$ cat config.mk
export PLATFORM = sky130hd
export DESIGN_NAME = ddr_read_phase_cal
export DESIGN_NICKNAME = d
export VERILOG_FILES = /design/src/rtl/ddr_read_phase_cal.sv
export SDC_FILE = /design/constraint.sdc
export NUM_CORES = 1
export LEC_CHECK = 0
export CAP_MARGIN = 20
export CORE_MARGIN = 10
export CORE_UTILIZATION = 58
export DETAILED_ROUTE_END_ITERATION = 6
export DONT_BUFFER_PORTS = 1
export PLACE_DENSITY_LB_ADDON = 0.25
export SLEW_MARGIN = 20
export SYNTH_ARGS = -nofsm -noshare
export SYNTH_HDL_FRONTEND = slang
export SYNTH_SLANG_ARGS = --single-unit
export TNS_END_PERCENT = 5
$ cat constraint.sdc
create_clock -name clk -period 7.35 [get_ports clk]
set_input_delay 2.205 -clock clk [delete_from_list [all_inputs] [get_ports clk]]
set_output_delay 2.205 -clock clk [all_outputs]
set_load 0.005 [all_outputs]
$ cat src/rtl/ddr_read_phase_cal.sv
// Read-DQS phase calibration: sweeps 8 read-clock phases, finds the widest circular pass window, centres on it.
// Optional debug port pass_mask is enabled by defining DDR_CAL_DEBUG_EN.
module ddr_read_phase_cal #(
  parameter int unsigned SETTLE_CYCLES     = 64,
  parameter int unsigned STEP_PULSE_CYCLES = 4,
  parameter int unsigned TEST_TIMEOUT      = 1024
) (
  input  logic       clk,
  input  logic       rst,
  input  logic       start,
  input  logic       pll_locked,
  output logic       phase_step,
  output logic       phase_updn,
  output logic       test_req,
  input  logic       test_ack,
  input  logic       test_pass,
  output logic       busy,
  output logic       done,
  output logic       cal_ok,
  output logic [2:0] best_phase,
  output logic [3:0] window_len
`ifdef DDR_CAL_DEBUG_EN
  ,
  output logic [7:0] pass_mask
`endif
);

  localparam int unsigned NUM_PHASES = 8;
  localparam int unsigned CNT_W      = 11;

  typedef enum logic [3:0] {
    IDLE, WAIT_LOCK, SETTLE, TEST, STEP_HI, STEP_LO, EVAL,
    MOVE_HI, MOVE_LO, MOVE_SETTLE, DONE, FAIL
  } state_t;

  state_t                  state, state_d;
  logic [CNT_W-1:0]        cnt, cnt_d;
  logic [2:0]              idx, idx_d;
  logic [2:0]              tracker, tracker_d;
  logic [NUM_PHASES-1:0]   mask, mask_d;
  logic [3:0]              scan_len, scan_len_d;
  logic [2:0]              scan_start, scan_start_d;
  logic [3:0]              cand;
  logic                    busy_d, done_d, cal_ok_d, updn_d, step_d, req_d;
  logic [2:0]              best_d;
  logic [3:0]              len_d;

  // Length of the circular run of ones in m beginning at position s.
  function automatic logic [3:0] run_len(input logic [7:0] m, input logic [2:0] s);
    logic [3:0] n;
    logic       stop;
    n    = '0;
    stop = 1'b0;
    for (int k = 0; k < 8; k++) begin
      if (!stop && m[s + 3'(k)]) n = n + 4'd1;
      else stop = 1'b1;
    end
    return n;
  endfunction

  always_ff @(posedge clk) begin
    if (rst) begin
      state      <= IDLE;
      cnt        <= '0;
      idx        <= '0;
      tracker    <= '0;
      mask       <= '0;
      scan_len   <= '0;
      scan_start <= '0;
      busy       <= 1'b0;
      done       <= 1'b0;
      cal_ok     <= 1'b0;
      best_phase <= '0;
      window_len <= '0;
      phase_updn <= 1'b0;
      phase_step <= 1'b0;
      test_req   <= 1'b0;
    end else begin
      state      <= state_d;
      cnt        <= cnt_d;
      idx        <= idx_d;
      tracker    <= tracker_d;
      mask       <= mask_d;
      scan_len   <= scan_len_d;
      scan_start <= scan_start_d;
      busy       <= busy_d;
      done       <= done_d;
      cal_ok     <= cal_ok_d;
      best_phase <= best_d;
      window_len <= len_d;
      phase_updn <= updn_d;
      phase_step <= step_d;
      test_req   <= req_d;
    end
  end

  always_comb begin
    state_d      = state;
    cnt_d        = cnt + CNT_W'(1);
    idx_d        = idx;
    tracker_d    = tracker;
    mask_d       = mask;
    scan_len_d   = scan_len;
    scan_start_d = scan_start;
    cand         = '0;
    busy_d       = busy;
    done_d       = done;
    cal_ok_d     = cal_ok;
    best_d       = best_phase;
    len_d        = window_len;
    updn_d       = phase_updn;

    if (!pll_locked && (state inside {SETTLE, TEST, STEP_HI, STEP_LO, EVAL,
                                      MOVE_HI, MOVE_LO, MOVE_SETTLE})) begin
      state_d = FAIL;
    end else begin
      case (state)
        IDLE: if (start) begin
          state_d  = WAIT_LOCK;
          busy_d   = 1'b1;
          done_d   = 1'b0;
          cal_ok_d = 1'b0;
          mask_d   = '0;
          idx_d    = '0;
          updn_d   = 1'b1;
        end
        WAIT_LOCK: if (pll_locked) state_d = SETTLE;
        SETTLE: if (cnt == CNT_W'(SETTLE_CYCLES - 1)) state_d = TEST;
        TEST: begin
          if (test_ack) begin
            mask_d[idx] = test_pass;
            state_d     = STEP_HI;
          end else if (cnt == CNT_W'(TEST_TIMEOUT - 1)) begin
            mask_d[idx] = 1'b0;
            state_d     = STEP_HI;
          end
        end
        STEP_HI: if (cnt == CNT_W'(STEP_PULSE_CYCLES - 1)) state_d = STEP_LO;
        STEP_LO: if (cnt == CNT_W'(STEP_PULSE_CYCLES - 1)) begin
          tracker_d    = tracker + 3'd1;
          idx_d        = idx + 3'd1;
          scan_len_d   = '0;
          scan_start_d = '0;
          state_d      = (idx == 3'd7) ? EVAL : SETTLE;
        end
        // One candidate start per cycle, then a result cycle, then a branch cycle
        EVAL: begin
          if (cnt < CNT_W'(NUM_PHASES)) begin
            cand = run_len(mask, cnt[2:0]);
            if (cand > scan_len) begin
              scan_len_d   = cand;
              scan_start_d = cnt[2:0];
            end
          end else if (cnt == CNT_W'(NUM_PHASES)) begin
            if (mask == '0) begin
              state_d = FAIL;
            end else begin
              if (&mask) begin
                best_d = '0;
                len_d  = 4'd8;
              end else begin
                best_d = scan_start + 3'((scan_len - 4'd1) >> 1);
                len_d  = scan_len;
              end
              updn_d = (best_d <= 3'd4);
            end
          end else begin
            state_d = (best_phase == tracker) ? DONE : MOVE_HI;
          end
        end
        MOVE_HI: if (cnt == CNT_W'(STEP_PULSE_CYCLES - 1)) state_d = MOVE_LO;
        MOVE_LO: if (cnt == CNT_W'(STEP_PULSE_CYCLES - 1)) begin
          tracker_d = phase_updn ? tracker + 3'd1 : tracker - 3'd1;
          state_d   = MOVE_SETTLE;
        end
        MOVE_SETTLE: if (cnt == CNT_W'(SETTLE_CYCLES - 1))
          state_d = (tracker == best_phase) ? DONE : MOVE_HI;
        DONE:    state_d = IDLE;
        FAIL:    state_d = IDLE;
        default: state_d = IDLE;
      endcase
    end

    if (state_d != state) cnt_d = '0;

    if (state_d == DONE) begin
      busy_d   = 1'b0;
      done_d   = 1'b1;
      cal_ok_d = 1'b1;
    end else if (state_d == FAIL) begin
      busy_d   = 1'b0;
      done_d   = 1'b1;
      cal_ok_d = 1'b0;
      best_d   = '0;
      len_d    = '0;
    end

    step_d = (state_d == STEP_HI) || (state_d == MOVE_HI);
    req_d  = (state_d == TEST);
  end

`ifdef DDR_CAL_DEBUG_EN
  assign pass_mask = mask;
`endif

endmodule

==> run_results.csv, run 1 <==
group,metric,value,unit
pwr,switching_share,39.9,%
setup_path,arrival,7080,ps
floorplanning,num_rows,29,
floorplanning,fp.dieArea,10200,um2
timing,fin_crit_sh,93.7,%
clock_tree,cts_tree,"built",
setup_path,r2r_setup_slack,470,ps
min_path,min_from,"window_len[1]$_SDFF_PP0_",
clock_tree,clk_pin_slew,80,ps
setup_path,rr_startpoint,"cnt[0]$_SDFF_PP0_",
clock_tree,cts_max_path_buffers,2,
clock_tree,numCtsBuffers,5,
cells_and_area,stdcell_area,3910,um2
setup_path,startpoint,"cnt[0]$_SDFF_PP0_",
drt,via_per_inst,6.51,
drt,via_count,3491,
pwr,p_comb_share,37.5,%
pwr,pwr-share-seq,42.6,%
clock_tree,cts_root_buf,"clkbuf_8",
synthesis,synth-simple-area-share,27.7,%
synthesis,avgSynthCellArea,8.03,um2
cells_and_area,syn_to_final_growth,2.36,%
synthesis,syn_inst,476,
drt,drc_errors,0,
setup_path,end_kind,"flip-flop",
synthesis,synth.cell_area,3820,um2
pwr,p_int,0.463,mW
min_path,hp-class,"flip-flop to flip-flop",
pwr,ir_drop,0.214,mV
timing,slew_viol_final,0,
pwr,total_power,0.770,mW
timing,clock_skew,7.38,ps
timing,hold_viol,0,
synthesis,ys_warn_count,0,
timing,setup_viol,0,
clock_tree,clock_latency,300,ps
timing,fmax,0.145,GHz
grt,grt_pass1_wl,15.6,mm
synthesis,ys_top_cells_by_area,"dfxtp_1, ha_1, mux4_2, nor2_1, mux2i_1",
timing,rsz0062_at_grt,"false",
pwr,pwr-share-clk,19.9,%
setup_path,worst_setup_path_start_kind,"flip-flop",
cells_and_area,n_antenna_cell,0,
setup_path,critPathKind,"flip-flop to flip-flop",
grt,grt_pass1_vias,3196,
drt,dr.first_iter.drc_count,246,
synthesis,yosysUniqueCellTypes,69,
synthesis,synth_edf_count,0,
synthesis,synth_top_area_cell,"dfxtp_1",
timing,whs,482,ps
place,port_buffers,0,
timing,period_minus_slack,6880,ps
setup_path,cp_data_required_time,7550,ps
cells_and_area,fin_nets,484,
grt,overflow,0,
timing,tightest_slew,838,ps
synthesis,synth_seq_cells,49,
grt,antenna_found_initial,0,
clock_tree,cts_sinks,49,
timing,max_slew_margin,43.8,%
setup_path,crit_end,"scan_len[0]$_SDFFE_PP0P_",
synthesis,async_reset_ff_share,0,%
synthesis,yosysSeqAreaShare,25.7,%
clock_tree,h-tree-depth,2,
drt,first_pass_iters,5,
timing,fin_tns_setup,0,ps
floorplanning,initial_core_util,59.9,%
cells_and_area,final_util,61.3,%
floorplanning,pin_count,19,
drt,wl,9.01,mm
grt,grt_max_degree,27,
floorplanning,die_w,101,um
place,post-dp-hpwl,6.84,mm
synthesis,ys.flop_type,"dfxtp_1",
pwr,p_per_area,197,nW/um2
floorplanning,coreArea,6390,um2
setup_path,worstReg2RegEnd,"scan_len[0]$_SDFFE_PP0P_",
place,post_dp_cell_area,3820,um2
floorplanning,dieHeight,101,um
synthesis,synth_compound_area_share,17.3,%
flow_run,cap_viol_max_count,0,
status,status,"finished, final reports clean",
place,gp_congestion,0.887,
synthesis,synth_top_family_by_area,"simple AND/OR/NAND/NOR gates",
synthesis,synth-adder-area-share,6.74,%
setup_path,r2r_cells,27,
setup_path,crit_fanout,18,
drt,ant_nets,0,
synthesis,yosysTopAreaCellShare,25.7,%
synthesis,synth_xor_area_share,4.58,%
synthesis,synth_mux_area_share,12.4,%
grt,grt_util_all_layers,18.1,%
cells_and_area,layout-drive-gt1-share,10.2,%
drt,wire_per_inst,16.8,um
synthesis,synth_fp_nets,502,
pwr,p_leak,1.45,nW
pwr,netSwitchingPower,0.307,mW
-- cells in the mapped netlist (3+ instances only) --
master and count:
a21o_1 4, a21oi_1 29, a22oi_1 6, a31oi_1 4, and2_1 3, and3_1 9, and4_1 3, buf_1 3
buf_2 4, buf_4 4, clkbuf_1 17, dfxtp_1 49, ha_1 19, inv_1 23, mux2_2 11, mux2i_1 16
mux4_2 8, nand2_1 33, nand2b_1 3, nand3_1 20, nand3b_1 3, nand4_1 9, nor2_1 48, nor2b_1 9
nor3_1 24, nor3b_1 4, nor4_1 7, o2111ai_1 3, o211ai_1 3, o21a_1 5, o21ai_0 19, or2_2 6
or3_1 7, xnor2_1 11, xor2_1 9
-- per-stage QoR --
stage	cells	worst slack, ps
global route	536	41.5
detailed placement	528	172
floorplan	476	208
finish	536	466
global placement	528	369
CTS	536	153
-- routing by layer --
metal | vias up | wire, um | global-route usage (%)
met5 | - | 0 | 0
met4 | 0 | 173 | 5.68
met3 | 15 | 520 | 3.47
met2 | 106 | 4380 | 29.5
met1 | 1655 | 3930 | 23.5
li1 | 1715 | - | -
-- worst max-delay path, stage by stage, from the launching register on --
cell and delay [ps]:
dfxtp_1 310, buf_4 200, ha_1 370, xnor2_1 500, mux2_2 420, a21oi_1 180
ha_1 270, o31a_1 320, ha_1 290, nor2_1 110, o21ai_1 90, and2_1 180
ha_1 290, mux2_2 270, ha_1 260, mux2_2 280, o311a_1 370, ha_1 270
mux2_2 270, ha_1 280, nor2b_1 130, o21a_1 160, o21a_1 160, o2111ai_1 170
a21o_2 270, nor2_1 90, a32oi_1 200, nor2_1 50
-- cell usage in the layout, fill, tap and decap left out, types with 6 or more instances in the layout --
| cell type | instances |
|---|---|
| inv_1 | 23 |
| xor2_1 | 9 |
| a21oi_1 | 29 |
| or3_1 | 7 |
| nor4_1 | 7 |
| ha_1 | 18 |
| mux2_2 | 11 |
| or2_2 | 6 |
| o21ai_0 | 18 |
| nand4_1 | 9 |
| nand3_1 | 20 |
| dfxtp_1 | 49 |
| nor2b_1 | 9 |
| xnor2_1 | 11 |
| nor3_1 | 24 |
| nand2_1 | 33 |
| mux4_2 | 8 |
| a22oi_1 | 6 |
| and3_1 | 9 |
| nor2_1 | 48 |
| mux2i_1 | 16 |
-- sequential cells by signal (all words and copies together) (netlist names) --
name and count:
cnt 11, tracker 3, window_len 4, best_phase 3, idx 3, test_req 1, mask 8, phase_step 1
cal_ok 1, scan_len 4, busy 1, state 4, scan_start 3, phase_updn 1, done 1
-- power by group through the flow --
stage	clock, mW	combinational, mW	sequential, mW
floorplan	0	0.262	0.302
global placement	0	0.277	0.333
detailed placement	0	0.283	0.333
CTS	0.155	0.284	0.327
global route	0.165	0.327	0.333
finish	0.153	0.289	0.328
-- layout make-up --
type                       count  area (um2)
clock buffer                   6        72.6
clock inverter                 2        10.0
fill                         566        2470
inverter                      23        86.3
multi-input combinational    376        2640
sequential                    49         981
tap                           77        96.3
timing repair buffer           3        22.5
-- worst min path at each step --
stage | to | slack [ps] | cells after the start
3_3_place_gp | done$_SDFFE_PP0P_ | 470 | 2
6_report | window_len[1]$_SDFF_PP0_ | 480 | 2
5_1_grt | window_len[1]$_SDFF_PP0_ | 500 | 2
4_1_cts | window_len[1]$_SDFF_PP0_ | 490 | 2
2_1_floorplan | window_len[1]$_SDFF_PP0_ | 450 | 2
3_5_place_dp | window_len[1]$_SDFF_PP0_ | 470 | 2
-- cell families after synthesis --
logic type               after synthesis
AO/OA/AOI/OAI                         99
XOR/XNOR                              20
adder cells (fa/ha/maj)               20
buffers and inverters                 51
flip-flops                            49
multiplexers                          36
AND/OR/NAND/NOR                      201
-- what timing repair did --
| item | CTS | global route |
|---|---|---|
| hold buffers | 0 | 0 |
| resized for setup | 0 | 4 |
| setup buffers | 0 | 0 |
| hold endpoints to repair | 0 | 0 |
| endpoints found under the setup margin | 0 | 7 |
Note: power is estimated with default switching activity, not from simulation.
==> run 2, diff against run 1 <==
--- a/config.mk
+++ b/config.mk
@@ -9,3 +9,3 @@
 export CORE_MARGIN = 10
-export CORE_UTILIZATION = 58
+export CORE_UTILIZATION = 60
 export DETAILED_ROUTE_END_ITERATION = 6
==> constraint.sdc (replaced) <==
create_clock -name clk -period 8.8 [get_ports clk]
set_input_delay 1.32 -clock clk [delete_from_list [all_inputs] [get_ports clk]]
set_output_delay 1.32 -clock clk [all_outputs]
set_load 0.005 [all_outputs]
==> run 2 against run 1 <==
Net effect:
- core utilization up 1.0 points
- hold slack worse by 3.7 ps
- non-clock buffer count down 3
- routed wire length up 1.2%
- first-iteration DRC count down 8.1%
- sequential share of layout area about the same
- critical path type unchanged
==> run_results.csv, run 2 (synthesized netlist as in run 1, its figures left out) <==
group,metric,value,unit
timing,period_minus_slack,7930,ps
drt,via_per_inst,6.41,
timing,rsz0062_at_grt,"false",
clock_tree,cts_sinks,49,
grt,grt_util_all_layers,18.2,%
cells_and_area,layout_common_cells,"dfxtp_1, nor2_1, nand2_1",
drt,wl,9.12,mm
timing,hold_viol,0,
floorplanning,pin_count,19,
floorplanning,coreArea,6280,um2
clock_tree,numCtsBuffers,5,
status,status,"finished, final reports clean",
grt,grt_pass1_wl,15.2,mm
cells_and_area,top_register,"cnt",
drt,dr.first_iter.drc_count,226,
cells_and_area,reg_top3,"cnt: 11 flops, mask: 8 flops",
cells_and_area,layout-drive-gt1-share,9.21,%
drt,wire_per_inst,17.1,um
drt,drc_errors,0,
pwr,p_leak,1.45,nW
cells_and_area,final_common_cell,"dfxtp_1",
place,post_dp_cell_area,3790,um2
clock_tree,h-tree-depth,2,
clock_tree,cts_root_buf,"clkbuf_8",
cells_and_area,largest_reg_flops,11,
cells_and_area,fin_nets,481,
timing,max_slew_margin,48.1,%
setup_path,r2r_setup_slack,870,ps
timing,clock_skew,7.72,ps
setup_path,crit_top_cell,"ha_1",
clock_tree,cts_max_path_buffers,2,
drt,via_count,3415,
pwr,total_power,0.678,mW
floorplanning,fp.dieArea,9960,um2
cells_and_area,stdcell_area,3910,um2
timing,setup_viol,0,
timing,tightest_slew,775,ps
setup_path,arrival,8140,ps
setup_path,cp_data_required_time,9010,ps
timing,fin_crit_sh,90.2,%
floorplanning,num_rows,29,
timing,fmax,0.126,GHz
timing,slew_viol_final,0,
floorplanning,dieHeight,99.8,um
flow_run,cap_viol_max_count,0,
grt,overflow,0,
setup_path,slowest_delay,790,ps
pwr,p_per_area,173,nW/um2
clock_tree,holdBufCountCts,0,
place,port_buffers,0,
pwr,ir_drop,0.189,mV
grt,grt_max_degree,27,
clock_tree,clock_latency,310,ps
floorplanning,initial_core_util,60.9,%
clock_tree,clk_pin_slew,90,ps
timing,fin_tns_setup,0,ps
setup_path,worst_setup_path_start_kind,"flip-flop",
floorplanning,die_w,99.8,um
min_path,hp-class,"flip-flop to flip-flop",
drt,ant_nets,0,
clock_tree,post_cts_buffers,0,
setup_path,crit_slowest_cell,"dfxtp_1",
setup_path,crit_fanout,19,
grt,grt_pass1_vias,3087,
cells_and_area,syn_to_final_growth,2.29,%
grt,antenna_found_initial,0,
drt,first_pass_iters,6,
clock_tree,cts_tree,"built",
setup_path,end_kind,"flip-flop",
cells_and_area,n_antenna_cell,0,
clock_tree,cts_resized,0,
place,gp_congestion,0.931,
setup_path,critPathKind,"flip-flop to flip-flop",
place,post-dp-hpwl,6.66,mm
run 2: area by class of cell:
cell class | instances | area (um2)
well taps | 77 | 96.3
fillers | 558 | 2370
flip-flops and latches | 49 | 981
multi-input cells | 376 | 2630
inverters | 23 | 86.3
clock inverters | 1 | 30.0
clock buffers | 7 | 86.3
run 2: layer usage:
metal	vias to the layer above	part of all wire, %	global-route usage (%)
met3	14	5.0	3.91
met2	76	48	30.4
met5	-	0	0
li1	1696	-	-
met1	1629	45	22.7
met4	0	1.4	5.84
run 2: worst paths after layout:
| kind | startpoint | endpoint | depth (start not counted) |
|---|---|---|---|
| setup / recovery | cnt[0]$_SDFF_PP0_ | scan_len[0]$_SDFFE_PP0P_ | 28 |
| hold / removal | window_len[0]$_SDFF_PP0_ | window_len[0]$_SDFF_PP0_ | 2 |
| setup reg to reg | cnt[0]$_SDFF_PP0_ | scan_len[0]$_SDFFE_PP0P_ | 28 |
| hold reg to reg | window_len[0]$_SDFF_PP0_ | window_len[0]$_SDFF_PP0_ | 2 |
run 2: through the flow:
step                hold slack (ps)  utilization, %  std cells  setup WS [ps]
finish                          478            62.3        533            865
global route                    495            62.3        533            335
CTS                             482            62.3        533            926
detailed placement              470            60.4        525            976
global placement                471            60.4        525           1220
floorplan                       448               -        476           1660
run 2: power breakdown:
group          switching (mW)  internal [mW]  leakage, nW
combinational           0.139         0.0890        0.992
sequential             0.0409          0.238        0.396
clock                  0.0778         0.0928       0.0585
run 2: critical path, delay by kind of cell, from the launching register on:
family | cells | cell delay (ps)
and+or+nand+nor | 6 | 910
DFF | 1 | 790
muxes | 4 | 1190
adders and majority gates | 7 | 2270
AOI/OAI and AO/OA | 10 | 2440
buffers and inverters | 1 | 220
